File: src/rtl/seg7_mux_scheduler_if.sv
// Pad-side and register-side signals of the 7-segment multiplexer, grouped as one bus.
// The master drives digits, duty, polarities and enable; the scheduler drives the pads.
interface seg7_mux_scheduler_if;
  logic       ena;
  logic [3:0] digit1;
  logic [3:0] digit10;
  logic [6:0] duty;
  logic       seg_pol;
  logic       com_pol;
  logic [7:0] seg;
  logic       com1;
  logic       com10;
  logic       frame_start;

  modport master (
    output ena, digit1, digit10, duty, seg_pol, com_pol,
    input  seg, com1, com10, frame_start
  );

  modport slave (
    input  ena, digit1, digit10, duty, seg_pol, com_pol,
    output seg, com1, com10, frame_start
  );
endinterface

File: src/rtl/seg7_mux_scheduler.sv
// Two-digit 7-segment multiplexer with PWM brightness and dead time between digit phases.
// Inputs are sampled once per frame; every pad level is derived from registered state.
module seg7_mux_scheduler #(
  parameter int PRESCALE = 8,
  parameter int DEADTIME = 4
) (
  input logic                 clk,
  input logic                 rst,
  seg7_mux_scheduler_if.slave bus
);

  localparam int PW = (PRESCALE > 1) ? $clog2(PRESCALE) : 1;
  localparam int DW = (DEADTIME > 1) ? $clog2(DEADTIME) : 1;
  localparam logic [PW-1:0] PRE_LAST = PW'(PRESCALE - 1);
  localparam logic [DW-1:0] DT_LAST  = DW'(DEADTIME - 1);

  typedef enum logic [2:0] {IDLE, PH1, GAP1, PH10, GAP10} state_e;

  state_e          state_q, state_d;
  logic [PW-1:0]   pre_q, pre_d;
  logic [6:0]      slot_q, slot_d;
  logic [DW-1:0]   dt_q, dt_d;
  logic [3:0]      d1_q, d1_d;
  logic [3:0]      d10_q, d10_d;
  logic [6:0]      duty_q, duty_d;
  logic [7:0]      lit_q, lit_d;
  logic            act1_q, act1_d;
  logic            act10_q, act10_d;
  logic            fs_q, fs_d;

  logic pre_wrap;
  logic dt_wrap;
  logic slot_on;

  function automatic logic [7:0] decode(input logic [3:0] d);
    logic [7:0] s;
    case (d)
      4'd0:    s = 8'h3F;
      4'd1:    s = 8'h06;
      4'd2:    s = 8'h5B;
      4'd3:    s = 8'h4F;
      4'd4:    s = 8'h66;
      4'd5:    s = 8'h6D;
      4'd6:    s = 8'h7D;
      4'd7:    s = 8'h07;
      4'd8:    s = 8'h7F;
      4'd9:    s = 8'h6F;
      default: s = 8'h00;
    endcase
    return s;
  endfunction

  assign pre_wrap = (pre_q == PRE_LAST);
  assign dt_wrap  = (dt_q == DT_LAST);
  assign slot_on  = (slot_q < duty_q);

  always_comb begin
    // NOTE: every always_comb output gets a default first, so no path can infer a latch.
    state_d = state_q;
    pre_d   = pre_q;
    slot_d  = slot_q;
    dt_d    = dt_q;
    d1_d    = d1_q;
    d10_d   = d10_q;
    duty_d  = duty_q;
    lit_d   = 8'h00;
    act1_d  = 1'b0;
    act10_d = 1'b0;
    fs_d    = 1'b0;

    if (!bus.ena) begin
      state_d = IDLE;
      pre_d   = '0;
      slot_d  = '0;
      dt_d    = '0;
    end else begin
      case (state_q)
        PH1, PH10: begin
          // Only the common of the current phase may light; the other stays off.
          if (state_q == PH1) begin
            act1_d = slot_on;
            lit_d  = slot_on ? decode(d1_q) : 8'h00;
          end else begin
            act10_d = slot_on;
            lit_d   = slot_on ? decode(d10_q) : 8'h00;
          end
          if (pre_wrap) begin
            pre_d  = '0;
            slot_d = slot_q + 7'd1;
            if (slot_q == 7'd127) state_d = (state_q == PH1) ? GAP1 : GAP10;
          end else begin
            pre_d = pre_q + 1'b1;
          end
        end
        GAP1, GAP10: begin
          if (dt_wrap) begin
            dt_d = '0;
            if (state_q == GAP1) state_d = PH10;
            else                 state_d = PH1;
          end else begin
            dt_d = dt_q + 1'b1;
          end
        end
        default: state_d = PH1;
      endcase

      // A new frame starts on entry to PH1: sample the inputs and flag it.
      if (state_q == IDLE || (state_q == GAP10 && dt_wrap)) begin
        d1_d   = bus.digit1;
        d10_d  = bus.digit10;
        duty_d = bus.duty;
        fs_d   = 1'b1;
        pre_d  = '0;
        slot_d = '0;
      end
    end
  end

  // NOTE: the asynchronous reset clears every register, including the latched inputs, so the
  // pads go inactive the moment rst rises rather than at the next clock edge.
  always_ff @(posedge clk or posedge rst) begin
    if (rst) begin
      state_q <= IDLE;
      pre_q   <= '0;
      slot_q  <= '0;
      dt_q    <= '0;
      d1_q    <= '0;
      d10_q   <= '0;
      duty_q  <= '0;
      lit_q   <= '0;
      act1_q  <= 1'b0;
      act10_q <= 1'b0;
      fs_q    <= 1'b0;
    end else begin
      state_q <= state_d;
      pre_q   <= pre_d;
      slot_q  <= slot_d;
      dt_q    <= dt_d;
      d1_q    <= d1_d;
      d10_q   <= d10_d;
      duty_q  <= duty_d;
      lit_q   <= lit_d;
      act1_q  <= act1_d;
      act10_q <= act10_d;
      fs_q    <= fs_d;
    end
  end

  assign bus.seg         = bus.seg_pol ? lit_q : ~lit_q;
  assign bus.com1        = act1_q  ? bus.com_pol : ~bus.com_pol;
  assign bus.com10       = act10_q ? bus.com_pol : ~bus.com_pol;
  assign bus.frame_start = fs_q;

endmodule

File: src/flat_wrapper.sv
// flat-port wrapper written by rule: the top's interface ports become plain ports
module seg7_mux_scheduler_flat 
#(
  parameter int PRESCALE = 8,
  parameter int DEADTIME = 4
)
  (clk, rst, bus_ena, bus_digit1, bus_digit10, bus_duty, bus_seg_pol, bus_com_pol, bus_seg, bus_com1, bus_com10, bus_frame_start);
  seg7_mux_scheduler_if bus_i ();
  input logic clk;
  input logic rst;
  input wire logic [$bits(bus_i.ena)-1:0] bus_ena;
  input wire logic [$bits(bus_i.digit1)-1:0] bus_digit1;
  input wire logic [$bits(bus_i.digit10)-1:0] bus_digit10;
  input wire logic [$bits(bus_i.duty)-1:0] bus_duty;
  input wire logic [$bits(bus_i.seg_pol)-1:0] bus_seg_pol;
  input wire logic [$bits(bus_i.com_pol)-1:0] bus_com_pol;
  output wire logic [$bits(bus_i.seg)-1:0] bus_seg;
  output wire logic [$bits(bus_i.com1)-1:0] bus_com1;
  output wire logic [$bits(bus_i.com10)-1:0] bus_com10;
  output wire logic [$bits(bus_i.frame_start)-1:0] bus_frame_start;
  assign bus_i.ena = bus_ena;
  assign bus_i.digit1 = bus_digit1;
  assign bus_i.digit10 = bus_digit10;
  assign bus_i.duty = bus_duty;
  assign bus_i.seg_pol = bus_seg_pol;
  assign bus_i.com_pol = bus_com_pol;
  assign bus_seg = bus_i.seg;
  assign bus_com1 = bus_i.com1;
  assign bus_com10 = bus_i.com10;
  assign bus_frame_start = bus_i.frame_start;
  seg7_mux_scheduler #(.PRESCALE(PRESCALE), .DEADTIME(DEADTIME)) u_core (.clk(clk), .rst(rst), .bus(bus_i));
endmodule
File: config.mk
export PLATFORM = sky130hd
export DESIGN_NAME = seg7_mux_scheduler_flat
export DESIGN_NICKNAME = d
export VERILOG_FILES = /design/src/rtl/seg7_mux_scheduler_if.sv /design/src/rtl/seg7_mux_scheduler.sv /design/src/flat_wrapper.sv
export SDC_FILE = /design/constraint.sdc
export NUM_CORES = 1
export LEC_CHECK = 0
export BUFFER_PORTS_ARGS = -buffer_cell sky130_fd_sc_hd__buf_2
export CAP_MARGIN = 25
export CORE_UTILIZATION = 45
export CTS_CLUSTER_DIAMETER = 120
export DETAILED_ROUTE_END_ITERATION = 10
export GPL_TIMING_DRIVEN = 0
export PLACE_DENSITY = 0.62
export SYNTH_ARGS = -nofsm -noshare
export SYNTH_HDL_FRONTEND = slang
export SYNTH_SLANG_ARGS = --single-unit
File: constraint.sdc
create_clock -name clk -period 4 [get_ports clk]
set_input_delay 0.6 -clock clk [delete_from_list [all_inputs] [get_ports clk]]
set_output_delay 0.6 -clock clk [all_outputs]
set_load 0.05 [all_outputs]
==> results_dict.tcl <==
set metrics [dict create \
    globalplace.congestion 0.768 \
    antenna_cells 0 \
    yosysSeqAreaShare_pct 40.5 \
    yosysTopAreaCellShare_pct 40.5 \
    ys.flop_type "dfrtp_1" \
    hold_buffers 0 \
    first_pass_iters 4 \
    power.density_nw_per_um2 401 \
    grt_pass1_wl_um 7510 \
    fp.dieW_um 76.1 \
    grt_max_degree 41 \
    arrival_ps 1400 \
    routed_wl_um 4370 \
    cp-startpoint "bus_seg_pol" \
    synth_warnings 0 \
    r2r_setup_slack_ps 2270 \
    clock.fmax_mhz 500 \
    yosysTopAreaCell "dfrtp_1" \
    ios 31 \
    postSynth.asyncResetShare_pct 100 \
    area_growth_pct 15.8 \
    dpl_cell_area_um2 2700 \
    run_status "finished clean" \
    crit_required_ps 3400 \
    hold_path_class "input pin to async pin" \
    synth.distinct_cells 45 \
    fin_crit_ps 2000 \
    place_ws_ps 1990 \
    avgSynthCellArea_um2 10.7 \
    path_max_fanout 8 \
    drc 0 \
    hold_violations 0 \
    post_cts_buffers 0 \
    clock-sinks 40 \
    rr_endpoint "u_core.lit_q[4]" \
    layout.nets 308 \
    grt_pass1_vias 1648 \
    clk_latency_ps 310 \
    startpoint_type "input pin" \
    drv_cap 0 \
    finalCritPeriodShare_pct 50.0 \
    path_clk_slew_ps 80 \
    antenna_found_initial 0 \
    gr-total-overflow 0 \
    crit_path_end "bus_seg[0]" \
    r2r_cells 5 \
    fin_tns_setup_ps 0 \
    syn_area_um2 2470 \
    final.setup_skew_ps 9.61 \
    cts_tree "done" \
    final_core_util_pct 55.0 \
    vias 1672 \
    io_buffers 29 \
    p_leak_nw 1.38 \
    dr.first_iter.drc_count 60 \
    setup_viol 0 \
    synth-edff-count 0 \
    slew_headroom_pct 45.0 \
    design_area_um2 2860 \
    num_rows 26 \
    peakVddDrop_mv 0.202 \
    rr_startpoint "u_core.slot_q[4]" \
    tightestPinTransition_ps 824 \
    start_util_pct 47.5 \
    synth_common_cells "dfrtp_1 (40), ha_1 (20), inv_1 (19)" \
    drv_slew 0 \
    worst_slack_ps 2000 \
    finalPower_mw 1.15 \
    crit_type "input pin to output port" \
    synth_seq_cells 40 \
    htreeDepth 2 \
    cts_resized 0 \
    synth_area_leaders "dfrtp_1 (41%), ha_1 (10%), mux2_4 (5.5%)" \
    synth_most_common_cell "dfrtp_1" \
    dieArea_um2 5790 \
    clockBufferDepth 2 \
    hpwl_um 3150 \
    grt_use_total_pct 16.7 \
    end_kind "output port" \
    rsz0062_at_grt "no" \
    core_um2 5200 \
    die_y_um 76.1 \
    fillCellCount 481 \
    ant_nets 0 \
    synthesis.instances 232 \
    routedWlPerCell_um 12.9 \
    cts-root-buf "clkbuf_8" \
    viasPerCell 4.93 \
    cts_made_buffers 5 \
    syn_nets 272 \
    drive_above_1_share_pct 26.0 \
]
## worst min-delay path by stage
stage                                start                to  slack (ps)
after floorplan           u_core.duty_q[1]  u_core.duty_q[1]         480
after global placement    u_core.duty_q[1]  u_core.duty_q[1]         490
after detailed placement  u_core.duty_q[2]  u_core.duty_q[2]         490
after CTS                              rst    u_core.act10_q         490
after global routing           bus_duty[4]  u_core.duty_q[4]         500
final                                  rst    u_core.act10_q         450
## power by group
| group | switching (mW) | internal [mW] | leakage, nW | total, mW |
|---|---|---|---|---|
| logic | 0.133 | 0.0964 | 0.779 | 0.229 |
| clock network | 0.149 | 0.312 | 0.0784 | 0.461 |
| registers | 0.0247 | 0.434 | 0.518 | 0.458 |
## layer usage
layer | wire [um] | GRT usage, %
met5 | 0 | 0
met4 | 101 | 8.65
met3 | 119 | 2.99
met2 | 1960 | 26.9
met1 | 2190 | 21.4
## state kept, by name (all words and copies together), names as in the netlist
register,count
u_core.act1_q,1
u_core.duty_q,7
u_core.act10_q,1
u_core.lit_q,7
u_core.state_q,3
u_core.d10_q,4
u_core.pre_q,3
u_core.d1_q,4
u_core.slot_q,7
u_core.bus.frame_start,1
u_core.dt_q,2
## cells by family (layout without fill, tap and decap cells)
family / Yosys count / in the layout / share of synthesized area, %
DFF: 40 / 40 / 40.5
muxes: 20 / 20 / 10.2
AOI/OAI and AO/OA: 52 / 52 / 14.6
xor gates and xnor gates: 11 / 11 / 3.90
buffers and inverters: 29 / 66 / 5.42
adders and majority gates: 20 / 20 / 10.1
and+or+nand+nor: 60 / 60 / 15.2
## cell usage in the layout, fill, tap and decap left out, types with 2 or more instances in the layout
master,instances
dfrtp_1,40
buf_2,31
ha_1,20
inv_1,18
a21oi_1,14
o21ai_0,12
nand2_1,11
nand2b_1,11
xnor2_1,11
nor2_1,11
mux2_4,9
nor2b_1,7
a22o_1,6
mux2_2,6
mux2i_1,5
clkbuf_8,5
clkbuf_1,4
and2_1,3
nand3_1,3
a21boi_0,3
a211oi_1,3
nor3b_1,3
bufinv_16,3
buf_6,2
buf_4,2
a21o_1,2
nor3_1,2
a31oi_1,2
## critical path, cell delays in order
cell and delay (ps):
clkbuf_1 360, xnor2_1 160, buf_2 280
## area by class of cell
type | count | area (um^2) | area share [%]
clock inverter | 3 | 90.1 | 3.15
buffer | 10 | 62.6 | 2.19
clock buffer | 5 | 68.8 | 2.40
timing repair buffer | 29 | 145 | 5.07
tap | 70 | 87.6 | 3.06
sequential | 40 | 1000 | 35.0
inverter | 19 | 71.3 | 2.49
multi-input combinational | 163 | 1340 | 46.7
## stage by stage
step                hold slack (ps)  cells
floorplan                       479    232
global placement                491    331
detailed placement              494    331
CTS                             488    339
global route                    504    339
finish                          452    339
Note: power is estimated with default switching activity, not from simulation.
